[src/rtl/adder_nbit_serial.sv]
`default_nettype none
// ============================================================================
// Module   : adder_nbit_serial
// Brief    : Bit-serial WIDTH-bit adder/subtractor, LSB first, one full-adder
//            cell selectable between XOR logic and maj3+NOT logic.
// Revision : 1.0 - initial release
// ============================================================================
module adder_nbit_serial #(
    parameter int WIDTH     = 8,
    parameter int IMPL_TYPE = 0
) (
    input  logic             clk,
    input  logic             rst,
    input  logic             in_valid,
    output logic             in_ready,
    input  logic [WIDTH-1:0] A,
    input  logic [WIDTH-1:0] B,
    input  logic             Sub,
    output logic             out_valid,
    input  logic             out_ready,
    output logic [WIDTH-1:0] Sum,
    output logic             Cout,
    output logic             Ovf
);

    localparam int              CNT_W  = (WIDTH > 1) ? $clog2(WIDTH) : 1;
    localparam logic [CNT_W-1:0] C_LAST = CNT_W'(WIDTH - 1);

    typedef enum logic [1:0] {
        S_IDLE = 2'd0,
        S_RUN  = 2'd1,
        S_DONE = 2'd2
    } state_t;

    function automatic logic maj3(input logic x, input logic y, input logic z);
        return (x & y) | (x & z) | (y & z);
    endfunction

    state_t             state_q, state_d;
    logic [WIDTH-1:0]   opa_q, opa_d;
    logic [WIDTH-1:0]   opb_q, opb_d;
    logic               c_q, c_d;
    logic [CNT_W-1:0]   cnt_q, cnt_d;
    logic [WIDTH-1:0]   sr_q, sr_d;
    logic [WIDTH-1:0]   sum_q, sum_d;
    logic               cout_q, cout_d;
    logic               ovf_q, ovf_d;

    logic               w_a, w_b, w_c, w_s, w_co;
    logic [WIDTH-1:0]   w_sr_next;

    assign w_a = opa_q[0];
    assign w_b = opb_q[0];
    assign w_c = c_q;

    generate
        if (WIDTH < 1 || WIDTH > 64) begin : g_bad_width
            $fatal(1, "adder_nbit_serial: WIDTH %0d outside 1..64", WIDTH);
        end

        if (IMPL_TYPE == 0) begin : g_fa_xor
            assign w_s  = w_a ^ w_b ^ w_c;
            assign w_co = (w_a & w_b) | (w_c & (w_a ^ w_b));
        end else if (IMPL_TYPE == 1) begin : g_fa_maj
            // Majority-only cell so PIM arrays can model row-wise MAJ logic.
            assign w_co = maj3(w_a, w_b, w_c);
            assign w_s  = maj3(~w_co, w_c, maj3(w_a, w_b, ~w_c));
        end else begin : g_bad_impl
            $fatal(1, "adder_nbit_serial: unsupported IMPL_TYPE %0d", IMPL_TYPE);
            assign w_s  = 1'b0;
            assign w_co = 1'b0;
        end

        if (WIDTH == 1) begin : g_sr_w1
            assign w_sr_next = w_s;
        end else begin : g_sr_wn
            assign w_sr_next = {w_s, sr_q[WIDTH-1:1]};
        end
    endgenerate

    always_comb begin
        state_d = state_q;
        opa_d   = opa_q;
        opb_d   = opb_q;
        c_d     = c_q;
        cnt_d   = cnt_q;
        sr_d    = sr_q;
        sum_d   = sum_q;
        cout_d  = cout_q;
        ovf_d   = ovf_q;
        case (state_q)
            S_IDLE: begin
                if (in_valid) begin
                    opa_d   = A;
                    opb_d   = Sub ? ~B : B;
                    c_d     = Sub;
                    cnt_d   = '0;
                    state_d = S_RUN;
                end
            end
            S_RUN: begin
                opa_d = opa_q >> 1;
                opb_d = opb_q >> 1;
                c_d   = w_co;
                cnt_d = cnt_q + CNT_W'(1);
                sr_d  = w_sr_next;
                // Final bit: publish the result including this cycle's sum bit.
                if (cnt_q == C_LAST) begin
                    sum_d   = w_sr_next;
                    cout_d  = w_co;
                    ovf_d   = w_c ^ w_co;
                    state_d = S_DONE;
                end
            end
            S_DONE: begin
                if (out_ready) begin
                    state_d = S_IDLE;
                end
            end
            default: state_d = S_IDLE;
        endcase
    end

    always_ff @(posedge clk) begin
        if (rst) begin
            state_q <= S_IDLE;
            opa_q   <= '0;
            opb_q   <= '0;
            c_q     <= 1'b0;
            cnt_q   <= '0;
            sr_q    <= '0;
            sum_q   <= '0;
            cout_q  <= 1'b0;
            ovf_q   <= 1'b0;
        end else begin
            state_q <= state_d;
            opa_q   <= opa_d;
            opb_q   <= opb_d;
            c_q     <= c_d;
            cnt_q   <= cnt_d;
            sr_q    <= sr_d;
            sum_q   <= sum_d;
            cout_q  <= cout_d;
            ovf_q   <= ovf_d;
        end
    end

    assign in_ready  = (state_q == S_IDLE) && !rst;
    assign out_valid = (state_q == S_DONE);
    assign Sum       = sum_q;
    assign Cout      = cout_q;
    assign Ovf       = ovf_q;

endmodule
`default_nettype wire

[config.mk]
export PLATFORM = sky130hd
export DESIGN_NAME = adder_nbit_serial
export DESIGN_NICKNAME = d
export VERILOG_FILES = /design/src/rtl/adder_nbit_serial.sv
export SDC_FILE = /design/constraint.sdc
export NUM_CORES = 1
export LEC_CHECK = 0
export ABC_AREA = 1
export CAP_MARGIN = 20
export CORE_MARGIN = 10
export CORE_UTILIZATION = 55
export CTS_CLUSTER_DIAMETER = 120
export DETAILED_ROUTE_END_ITERATION = 10
export GPL_ROUTABILITY_DRIVEN = 0
export PLACE_DENSITY = 0.83
export SLEW_MARGIN = 25
export SYNTH_ARGS = -nofsm -noshare
export SYNTH_HDL_FRONTEND = slang
export SYNTH_SLANG_ARGS = --single-unit
[constraint.sdc]
create_clock -name clk -period 2.6 [get_ports clk]
set_input_delay 0.52 -clock clk [delete_from_list [all_inputs] [get_ports clk]]
set_output_delay 0.52 -clock clk [all_outputs]
set_load 0.01 [all_outputs]
==> impl_metrics.env, run 1 <==
export IMPL_antenna_left=0
export IMPL_seqCellArea_sq_um=781
export IMPL_core_sq_um=3100
export IMPL_r2r_cells=7
export IMPL_status="completed"
export IMPL_yosys_warnings=0
export IMPL_numCtsBuffers=5
export IMPL_cp_depth=3
export IMPL_cp_cell_sequence="clkdlybuf4s50_1 -> nor2_1 -> clkdlybuf4s50_1"
export IMPL_rsz0062_at_grt="false"
export IMPL_fp_dieW_microns=77.4
export IMPL_critical_path_slowest_cell="clkdlybuf4s50_1"
export IMPL_gr_total_overflow=0
export IMPL_dp_cells=336
export IMPL_fin_nets=323
export IMPL_hold_violations=0
export IMPL_syn_area_sq_um=1810
export IMPL_clockBufferDepth=2
export IMPL_grt_max_degree=27
export IMPL_detailedPlace_worstSlack_ns=0.482
export IMPL_syn_instance_count=268
export IMPL_wl_mm=4.03
export IMPL_worstPathArrival_ns=1.58
export IMPL_diodes=0
export IMPL_antenna_found_initial=0
export IMPL_finalCritPeriodShare_pct=80.9
export IMPL_synth_area_leader_cell="dfxtp_1"
export IMPL_place_hpwl_mm=2.84
export IMPL_vias=1715
export IMPL_timing_rr_end="Ovf$_SDFFE_PP0P_"
export IMPL_portBuffers=32
export IMPL_endpoint_kind="output pin"
export IMPL_clk_pin_slew_worst_paths_ns=0.12
export IMPL_leakagePower_nw=1.08
export IMPL_crit_start="rst"
export IMPL_clkSinkCount=39
export IMPL_synth_top_cell_area_share_pct=43.1
export IMPL_tritoncts="built"
export IMPL_die_area_sq_um=5990
export IMPL_vias_per_cell=4.99
export IMPL_grt_pass1_vias=1629
export IMPL_layout_commonest_cell="nand2_1"
export IMPL_relSlewSlack_pct=67.5
export IMPL_cts_root_buf="clkbuf_4"
export IMPL_syn_num_nets=292
export IMPL_cp_start_kind="input port"
export IMPL_post_cts_resized=0
export IMPL_die_y_microns=77.4
export IMPL_grt_usage_pct=14.1
export IMPL_worst_slew_pin_slew_ns=0.487
export IMPL_io_pins=33
export IMPL_cp_required_ns=2.08
export IMPL_wl_per_cell_microns=11.7
export IMPL_finalSetupTns_ns=0
export IMPL_place_area_sq_um=2140
export IMPL_synth_seq_cells=39
export IMPL_drc=0
export IMPL_synth_distinct_cells=19
export IMPL_final_max_slew_viol_count=0
export IMPL_max_stage_delay_ns=0.54
export IMPL_hp_start="cnt_q[0]$_SDFFE_PP0P_"
export IMPL_critPathKind="input port to output pin"
export IMPL_post_cts_buffers=0
export IMPL_total_power_mw=1.23
export IMPL_power_density_nw_per_um2=555
export IMPL_max_cap_viol_count=0
export IMPL_initial_core_util_pct=58.4
export IMPL_drt_iter0_markers=119
export IMPL_fin_skew_ns=0.0138
export IMPL_final_cell_area_sq_um=2220
export IMPL_firstDrtPassIters=4
export IMPL_layout_common_cells="66 x nand2_1, 58 x nor2_1, 39 x dfxtp_1"
export IMPL_holdBufCountCts=0
export IMPL_synthToLayoutAreaGrowth_pct=22.4
export IMPL_syn_avg_cell_area_sq_um=6.76
export IMPL_core_rowCount=20
export IMPL_reg2reg_from="cnt_q[0]$_SDFFE_PP0P_"
export IMPL_fill_cells=270
export IMPL_rrSetupSlack_ns=0.96
export IMPL_yosysSeqAreaShare_pct=43.1
export IMPL_max_freq_mhz=476
export IMPL_period_minus_slack_ns=2.10
export IMPL_instances_no_fill=344
export IMPL_critPathMaxFanout=2
export IMPL_holdCritPathClass="register to register"
export IMPL_multi_input_area_sq_um=835
export IMPL_crit_buf_inv=2
export IMPL_final_layout_size_suffix_gt1_share_pct=6.67
export IMPL_grt_first_pass_wirelength_mm=7.04
export IMPL_crit_family="buffers and inverters"
export IMPL_insertion_delay_ns=0.36
export IMPL_fin_ws_ns=0.498
export IMPL_finalSetupViolCount=0
export IMPL_critPathMostFrequentCell="clkdlybuf4s50_1"
export IMPL_peakVddDrop_v=0.000220
export IMPL_min_path_cells=1
export IMPL_min_to="cnt_q[0]$_SDFFE_PP0P_"
export IMPL_htreeDepth=2
export IMPL_yosys_top_cells_area="dfxtp_1 43%, nand2_1 14%, nor2_1 12%"
power breakdown:
part | switching [mW] | internal (mW)
Combinational | 0.0969 | 0.0765
Sequential | 0.0205 | 0.628
Clock | 0.207 | 0.202
Total | 0.325 | 0.907
worst register-to-register path, stage by stage (launching register included):
cell     delay (ns)
dfxtp_1        0.37
ha_1           0.16
ha_1           0.13
inv_1          0.05
nor2_2         0.33
inv_1          0.27
nor2_1         0.17
nor2_1         0.06
routing by layer:
metal / routed length, microns / GRT usage [%] / up-vias / share of wire (%)
met5: 0 / 0 / - / 0
met1: 1650 / 14.3 / 781 / 41
li1: - / - / 888 / -
met3: 234 / 5.65 / 5 / 5.8
met2: 2080 / 25.5 / 41 / 52
met4: 65 / 5.29 / 0 / 1.6
cell type report:
| type | instances | area share [%] |
|---|---|---|
| clock inverters | 3 | 1.98 |
| multi-input cells | 188 | 37.6 |
| flip-flops and latches | 39 | 35.2 |
| clock buffers | 5 | 1.69 |
| well taps | 44 | 2.48 |
| repair buffers | 37 | 16.1 |
| inverters | 28 | 4.85 |
kinds of logic (layout without fill, tap and decap cells):
group / after synthesis / count (layout) / share of synthesized area (%)
simple gates: 158 / 158 / 35.7
buf+inv: 41 / 73 / 10.8
xor+xnor: 2 / 2 / 0.967
flops: 39 / 39 / 43.1
compound gates: 25 / 25 / 6.91
fa+ha+maj: 3 / 3 / 2.49
synthesized netlist by cell type:
| cell type | count |
|---|---|
| buf_2 | 5 |
| inv_2 | 1 |
| a21oi_1 | 8 |
| nand2_2 | 1 |
| o21ai_0 | 17 |
| fa_1 | 1 |
| dfxtp_1 | 39 |
| inv_1 | 26 |
| ha_1 | 2 |
| inv_4 | 1 |
| clkbuf_1 | 1 |
| nor2_1 | 58 |
| xor2_1 | 2 |
| nor2_2 | 3 |
| buf_6 | 2 |
| buf_4 | 5 |
| nand3_1 | 29 |
| nand2_4 | 1 |
| nand2_1 | 66 |
stage by stage:
stage               utilization (%)  hold WS, ns
global placement               68.8        0.444
CTS                            71.5        0.470
finish                         71.5        0.468
detailed placement             68.8        0.454
global route                   71.5        0.514
floorplan                         -        0.428
how the worst max path moves through the flow:
stage	to	slack, ns
global placement	in_ready	0.50
detailed placement	in_ready	0.48
finish	in_ready	0.50
floorplan	in_ready	1.02
CTS	in_ready	0.48
global route	in_ready	0.45
state kept, by name, summed over array words and instances (netlist names):
signal and count:
Ovf 1, opb_q 8, state_q 2, sr_q 7, c_q 1, Cout 1
cnt_q 3, opa_q 8, Sum 8
(Power assumes the default switching activity.)
==> inputs of run 2 (changes only) <==
--- a/config.mk
+++ b/config.mk
@@ -8,11 +8,11 @@
 export ABC_AREA = 1
 export CAP_MARGIN = 20
 export CORE_MARGIN = 10
-export CORE_UTILIZATION = 55
+export CORE_UTILIZATION = 51
 export CTS_CLUSTER_DIAMETER = 120
 export DETAILED_ROUTE_END_ITERATION = 10
 export GPL_ROUTABILITY_DRIVEN = 0
-export PLACE_DENSITY = 0.83
+export PLACE_DENSITY = 0.78
 export SLEW_MARGIN = 25
 export SYNTH_ARGS = -nofsm -noshare
 export SYNTH_HDL_FRONTEND = slang
==> constraint.sdc (replaced) <==
create_clock -name clk -period 2.1 [get_ports clk]
set_input_delay 0.42 -clock clk [delete_from_list [all_inputs] [get_ports clk]]
set_output_delay 0.42 -clock clk [all_outputs]
set_load 0.01 [all_outputs]
==> run 2 against run 1 <==
Effect of this change:
- sequential power is 24% higher
- setup slack got worse by 0.31 ns
- clock power up 15%
- global-route usage down 1.6 points
- first-iteration DRC count shrank 37%
- sequential share of layout area increased by 0.12 points
- worst hold slack better by 0.0035 ns
- count of clock-buffer cells in the layout grew 1
- via count decreased by 2.1%
- largest power group unchanged
==> impl_metrics.env, run 2 (synthesis results as in run 1) <==
export IMPL_p_int_mw=1.12
export IMPL_power_density_nw_per_um2=671
export IMPL_core_sq_um=3390
export IMPL_grt_pass1_vias=1565
export IMPL_layout_common_cells="66 x nand2_1, 58 x nor2_1, 39 x dfxtp_1"
export IMPL_post_cts_buffers=0
export IMPL_wl_per_cell_microns=10.7
export IMPL_final_cell_area_sq_um=2210
export IMPL_grt_max_degree=27
export IMPL_max_freq_mhz=524
export IMPL_core_rowCount=21
export IMPL_r2r_cells=7
export IMPL_gr_total_overflow=0
export IMPL_insertion_delay_ns=0.33
export IMPL_diodes=0
export IMPL_critPathMaxFanout=4
export IMPL_numCtsBuffers=5
export IMPL_antenna_left=0
export IMPL_die_y_microns=79.6
export IMPL_layout_commonest_cell="nand2_1"
export IMPL_portBuffers=32
export IMPL_rsz0062_at_grt="false"
export IMPL_power_frac_comb_pct=14.2
export IMPL_detailedPlace_worstSlack_ns=0.189
export IMPL_min_path_cells=1
export IMPL_finalSetupTns_ns=0
export IMPL_clk_pin_slew_worst_paths_ns=0.11
export IMPL_synthToLayoutAreaGrowth_pct=22.0
export IMPL_io_pins=33
export IMPL_initial_core_util_pct=53.5
export IMPL_post_cts_resized=0
export IMPL_tritoncts="built"
export IMPL_worst_slew_pin_slew_ns=0.599
export IMPL_reg2reg_from="cnt_q[0]$_SDFFE_PP0P_"
export IMPL_fin_nets=323
export IMPL_status="completed"
export IMPL_worstPathArrival_ns=1.49
export IMPL_total_power_mw=1.48
export IMPL_leakagePower_nw=1.07
export IMPL_fin_ws_ns=0.191
export IMPL_drc=0
export IMPL_final_max_slew_viol_count=0
export IMPL_place_hpwl_mm=2.71
export IMPL_holdCritPathClass="register to register"
export IMPL_holdBufCountCts=0
export IMPL_antenna_found_initial=0
export IMPL_die_area_sq_um=6340
export IMPL_cts_root_buf="clkbuf_4"
export IMPL_critPathKind="register to output pin"
export IMPL_final_core_util_pct=65.2
export IMPL_dp_cells=338
export IMPL_switchingPower_uw=366
export IMPL_grt_first_pass_wirelength_mm=6.67
export IMPL_period_minus_slack_ns=1.91
export IMPL_final_layout_size_suffix_gt1_share_pct=6.02
export IMPL_place_area_sq_um=2140
export IMPL_htreeDepth=2
export IMPL_cp_start_kind="register"
export IMPL_instances_no_fill=345
export IMPL_firstDrtPassIters=4
export IMPL_drt_iter0_markers=75
export IMPL_grt_usage_pct=12.5
export IMPL_fp_dieW_microns=79.6
export IMPL_finalCritPeriodShare_pct=90.9
export IMPL_vias=1679
export IMPL_clkSinkCount=39
export IMPL_min_to="cnt_q[0]$_SDFFE_PP0P_"
export IMPL_relSlewSlack_pct=60.0
export IMPL_rrSetupSlack_ns=0.72
export IMPL_max_cap_viol_count=0
export IMPL_whs_ns=0.472
export IMPL_seqPwrFrac_pct=54.1
export IMPL_clockBufferDepth=2
export IMPL_peakVddDrop_v=0.000431
export IMPL_hold_violations=0
export IMPL_endpoint_kind="output pin"
export IMPL_hp_start="cnt_q[0]$_SDFFE_PP0P_"
export IMPL_swShare_pct=24.7
export IMPL_vias_per_cell=4.87
export IMPL_timing_rr_end="Cout$_SDFFE_PP0P_"
export IMPL_wl_mm=3.69
export IMPL_finalSetupViolCount=0
export IMPL_fin_skew_ns=0.00587
export IMPL_clkPwrFrac_pct=31.7
export IMPL_cp_required_ns=1.68
[run 2: changes by cell type in the layout (fill, tap and decap cells not counted)]
cell,before,now
clkinv_4,1,0
clkinv_2,1,0
clkbuf_1,0,1
[run 2: worst max path at each step]
| stage | to | startpoint | cells past startpoint | slack [ns] |
|---|---|---|---|---|
| after floorplan | in_ready | rst | 3 | 0.72 |
| after global placement | in_ready | rst | 3 | 0.20 |
| after detailed placement | in_ready | rst | 3 | 0.19 |
| after CTS | in_ready | state_q[1]$_SDFFE_PP0P_ | 4 | 0.17 |
| after global routing | in_ready | state_q[1]$_SDFFE_PP0P_ | 4 | 0.09 |
| final | in_ready | state_q[1]$_SDFFE_PP0P_ | 4 | 0.19 |
[run 2: worst max-delay path, stage by stage, from the launching register on]
cell,delay [ns]
dfxtp_1,0.34
inv_2,0.09
nand2_1,0.09
nor2_1,0.09
clkdlybuf4s50_1,0.54
[run 2: power by group through the flow]
stage	registers, mW	clock network, mW	logic, mW
after floorplan	0.813	0	0.148
after CTS	0.802	0.480	0.211
after global routing	0.807	0.510	0.245
after global placement	0.819	0	0.208
after detailed placement	0.819	0	0.211
final	0.802	0.471	0.210
[run 2: routing by layer]
layer	vias to the layer above	share of wire [%]	GRT usage [%]	wire, microns
met5	-	0	0	0
met4	0	1.7	4.66	64
met2	34	48	21.1	1770
met1	749	44	14.5	1640
li1	889	-	-	-
met3	7	6.1	3.83	226
[run 2: layout make-up]
class	instances	area [sq um]
Sequential cell	39	781
Inverter	28	108
Tap cell	46	57.6
Clock buffer	6	41.3
Fill cell	313	1180
Clock inverter	1	30.0
Multi-Input combinational cell	188	835
Timing Repair Buffer	37	358
==> inputs of run 3 (changes only) <==
--- a/config.mk
+++ b/config.mk
@@ -8,11 +8,10 @@
 export ABC_AREA = 1
 export CAP_MARGIN = 20
 export CORE_MARGIN = 10
-export CORE_UTILIZATION = 51
-export CTS_CLUSTER_DIAMETER = 120
+export CORE_UTILIZATION = 55
 export DETAILED_ROUTE_END_ITERATION = 10
 export GPL_ROUTABILITY_DRIVEN = 0
-export PLACE_DENSITY = 0.78
+export PLACE_DENSITY = 0.83
 export SLEW_MARGIN = 25
 export SYNTH_ARGS = -nofsm -noshare
 export SYNTH_HDL_FRONTEND = slang
==> constraint.sdc (replaced) <==
create_clock -name clk -period 2.39 [get_ports clk]
set_input_delay 0.478 -clock clk [delete_from_list [all_inputs] [get_ports clk]]
set_output_delay 0.478 -clock clk [all_outputs]
set_load 0.01 [all_outputs]
==> run 3 against run 2 <==
Effect of this change:
- sequential cell count is the same
- cell count down 0.29%
- total power down 18%
- count of clock-buffer cells in the layout is the same
- global-route usage rose by 1.0 points
- sequential power fell by 12%
- core utilization rose by 5.4 points
- final area decreased by 0.91%
- non-clock buffer count stayed put
- clock power decreased by 30%
- first-iteration DRC count rose by 130%
- die area fell by 5.5%
- largest cell class unchanged
- highest routed layer unchanged
==> impl_metrics.env, run 3 (synthesis results as in run 1) <==
export IMPL_grt_first_pass_wirelength_mm=6.89
export IMPL_htreeDepth=2
export IMPL_leakagePower_nw=1.06
export IMPL_cts_root_buf="clkbuf_4"
export IMPL_core_sq_um=3100
export IMPL_fin_ws_ns=0.350
export IMPL_hold_violations=0
export IMPL_grt_usage_pct=13.5
export IMPL_endpoint_kind="output pin"
export IMPL_wl_per_cell_microns=11.3
export IMPL_fill_cells=282
export IMPL_drt_iter0_markers=169
export IMPL_firstDrtPassIters=4
export IMPL_portBuffers=32
export IMPL_final_max_slew_viol_count=0
export IMPL_relSlewSlack_pct=54.7
export IMPL_post_cts_resized=0
export IMPL_synthToLayoutAreaGrowth_pct=20.9
export IMPL_fp_dieW_microns=77.4
export IMPL_worstPathArrival_ns=1.56
export IMPL_gr_total_overflow=0
export IMPL_max_freq_mhz=490
export IMPL_max_cap_viol_count=0
export IMPL_dp_cells=336
export IMPL_diodes=0
export IMPL_io_pins=33
export IMPL_antenna_left=0
export IMPL_reg2reg_from="cnt_q[0]$_SDFFE_PP0P_"
export IMPL_whs_ns=0.489
export IMPL_final_cell_area_sq_um=2190
export IMPL_hp_start="cnt_q[0]$_SDFFE_PP0P_"
export IMPL_vias=1689
export IMPL_place_hpwl_mm=2.77
export IMPL_switchingPower_uw=343
export IMPL_rsz0062_at_grt="false"
export IMPL_layout_common_cells="66 x nand2_1, 58 x nor2_1, 39 x dfxtp_1"
export IMPL_antenna_found_initial=0
export IMPL_wl_mm=3.89
export IMPL_fin_nets=323
export IMPL_clkSinkCount=39
export IMPL_cp_start_kind="input port"
export IMPL_p_int_uw=879
export IMPL_instances_no_fill=344
export IMPL_final_core_util_pct=70.6
export IMPL_seqPwrFrac_pct=57.7
export IMPL_finalSetupViolCount=0
export IMPL_holdBufCountCts=0
export IMPL_crit_start="rst"
export IMPL_swShare_pct=28.1
export IMPL_r2r_cells=8
export IMPL_min_to="cnt_q[0]$_SDFFE_PP0P_"
export IMPL_final_layout_size_suffix_gt1_share_pct=6.33
export IMPL_period_minus_slack_ns=2.04
export IMPL_grt_max_degree=27
export IMPL_clkPwrFrac_pct=27.0
export IMPL_initial_core_util_pct=58.4
export IMPL_critPathKind="input port to output pin"
export IMPL_worst_slew_pin_slew_ns=0.679
export IMPL_finalCritPeriodShare_pct=85.4
export IMPL_clk_pin_slew_worst_paths_ns=0.11
export IMPL_peakVddDrop_v=0.000322
export IMPL_layout_commonest_cell="nand2_1"
export IMPL_detailedPlace_worstSlack_ns=0.341
export IMPL_clockBufferDepth=2
export IMPL_grt_pass1_vias=1583
export IMPL_place_area_sq_um=2140
export IMPL_core_rowCount=20
export IMPL_rrSetupSlack_ns=0.84
export IMPL_numCtsBuffers=5
export IMPL_power_frac_comb_pct=15.3
export IMPL_status="completed"
export IMPL_vias_per_cell=4.91
export IMPL_power_density_nw_per_um2=558
export IMPL_die_area_sq_um=5990
export IMPL_cp_required_ns=1.91
export IMPL_insertion_delay_ns=0.35
export IMPL_finalSetupTns_ns=0
export IMPL_drc=0
export IMPL_die_y_microns=77.4
export IMPL_total_power_mw=1.22
export IMPL_timing_rr_end="Cout$_SDFFE_PP0P_"
export IMPL_fin_skew_ns=0.00415
export IMPL_tritoncts="built"
export IMPL_holdCritPathClass="register to register"
export IMPL_min_path_cells=1
export IMPL_critPathMaxFanout=3
export IMPL_post_cts_buffers=0
==> run 3: changes by cell type in the layout (fill, tap and decap cells not counted), sizes merged <==
cell / change
bufinv: -1
clkinv: +1
clkinvlp: +1
==> run 3: per-layer routing <==
metal	GRT usage (%)	routed length, microns	up-vias
met5	0	0	-
met1	15.1	1780	762
met4	6.02	71	0
li1	-	-	888
met3	3.69	167	7
met2	23.6	1870	32
==> run 3: power by group through the flow <==
| stage | clock, mW | sequential (mW) | combinational [mW] |
|---|---|---|---|
| global placement | 0 | 0.718 | 0.183 |
| global route | 0.360 | 0.710 | 0.216 |
| floorplan | 0 | 0.715 | 0.130 |
| finish | 0.330 | 0.705 | 0.186 |
| detailed placement | 0 | 0.719 | 0.186 |
| CTS | 0.335 | 0.705 | 0.187 |
==> run 3: area by class of cell <==
cell class              count  area [sq um]  share of cell area [%]
repair buffers             37           358                    16.3
multi-input cells         188           835                    38.1
clock buffers               6          41.3                    1.89
clock inverters             2          12.5                   0.571
flip-flops and latches     39           781                    35.7
well taps                  44          55.1                    2.51
inverters                  28           108                    4.91
==> run 3: worst max-delay path, stage by stage <==
cell and delay [ns]:
clkdlybuf4s50_1 0.44, nor2_1 0.11, clkdlybuf4s50_1 0.54
==> run 3: how the worst max path moves through the flow <==
stage,slack [ns],end,cells after the start
4_1_cts,0.34,in_ready,3
3_3_place_gp,0.35,in_ready,3
5_1_grt,0.29,in_ready,3
3_5_place_dp,0.34,in_ready,3
2_1_floorplan,0.90,in_ready,3
6_report,0.35,in_ready,3
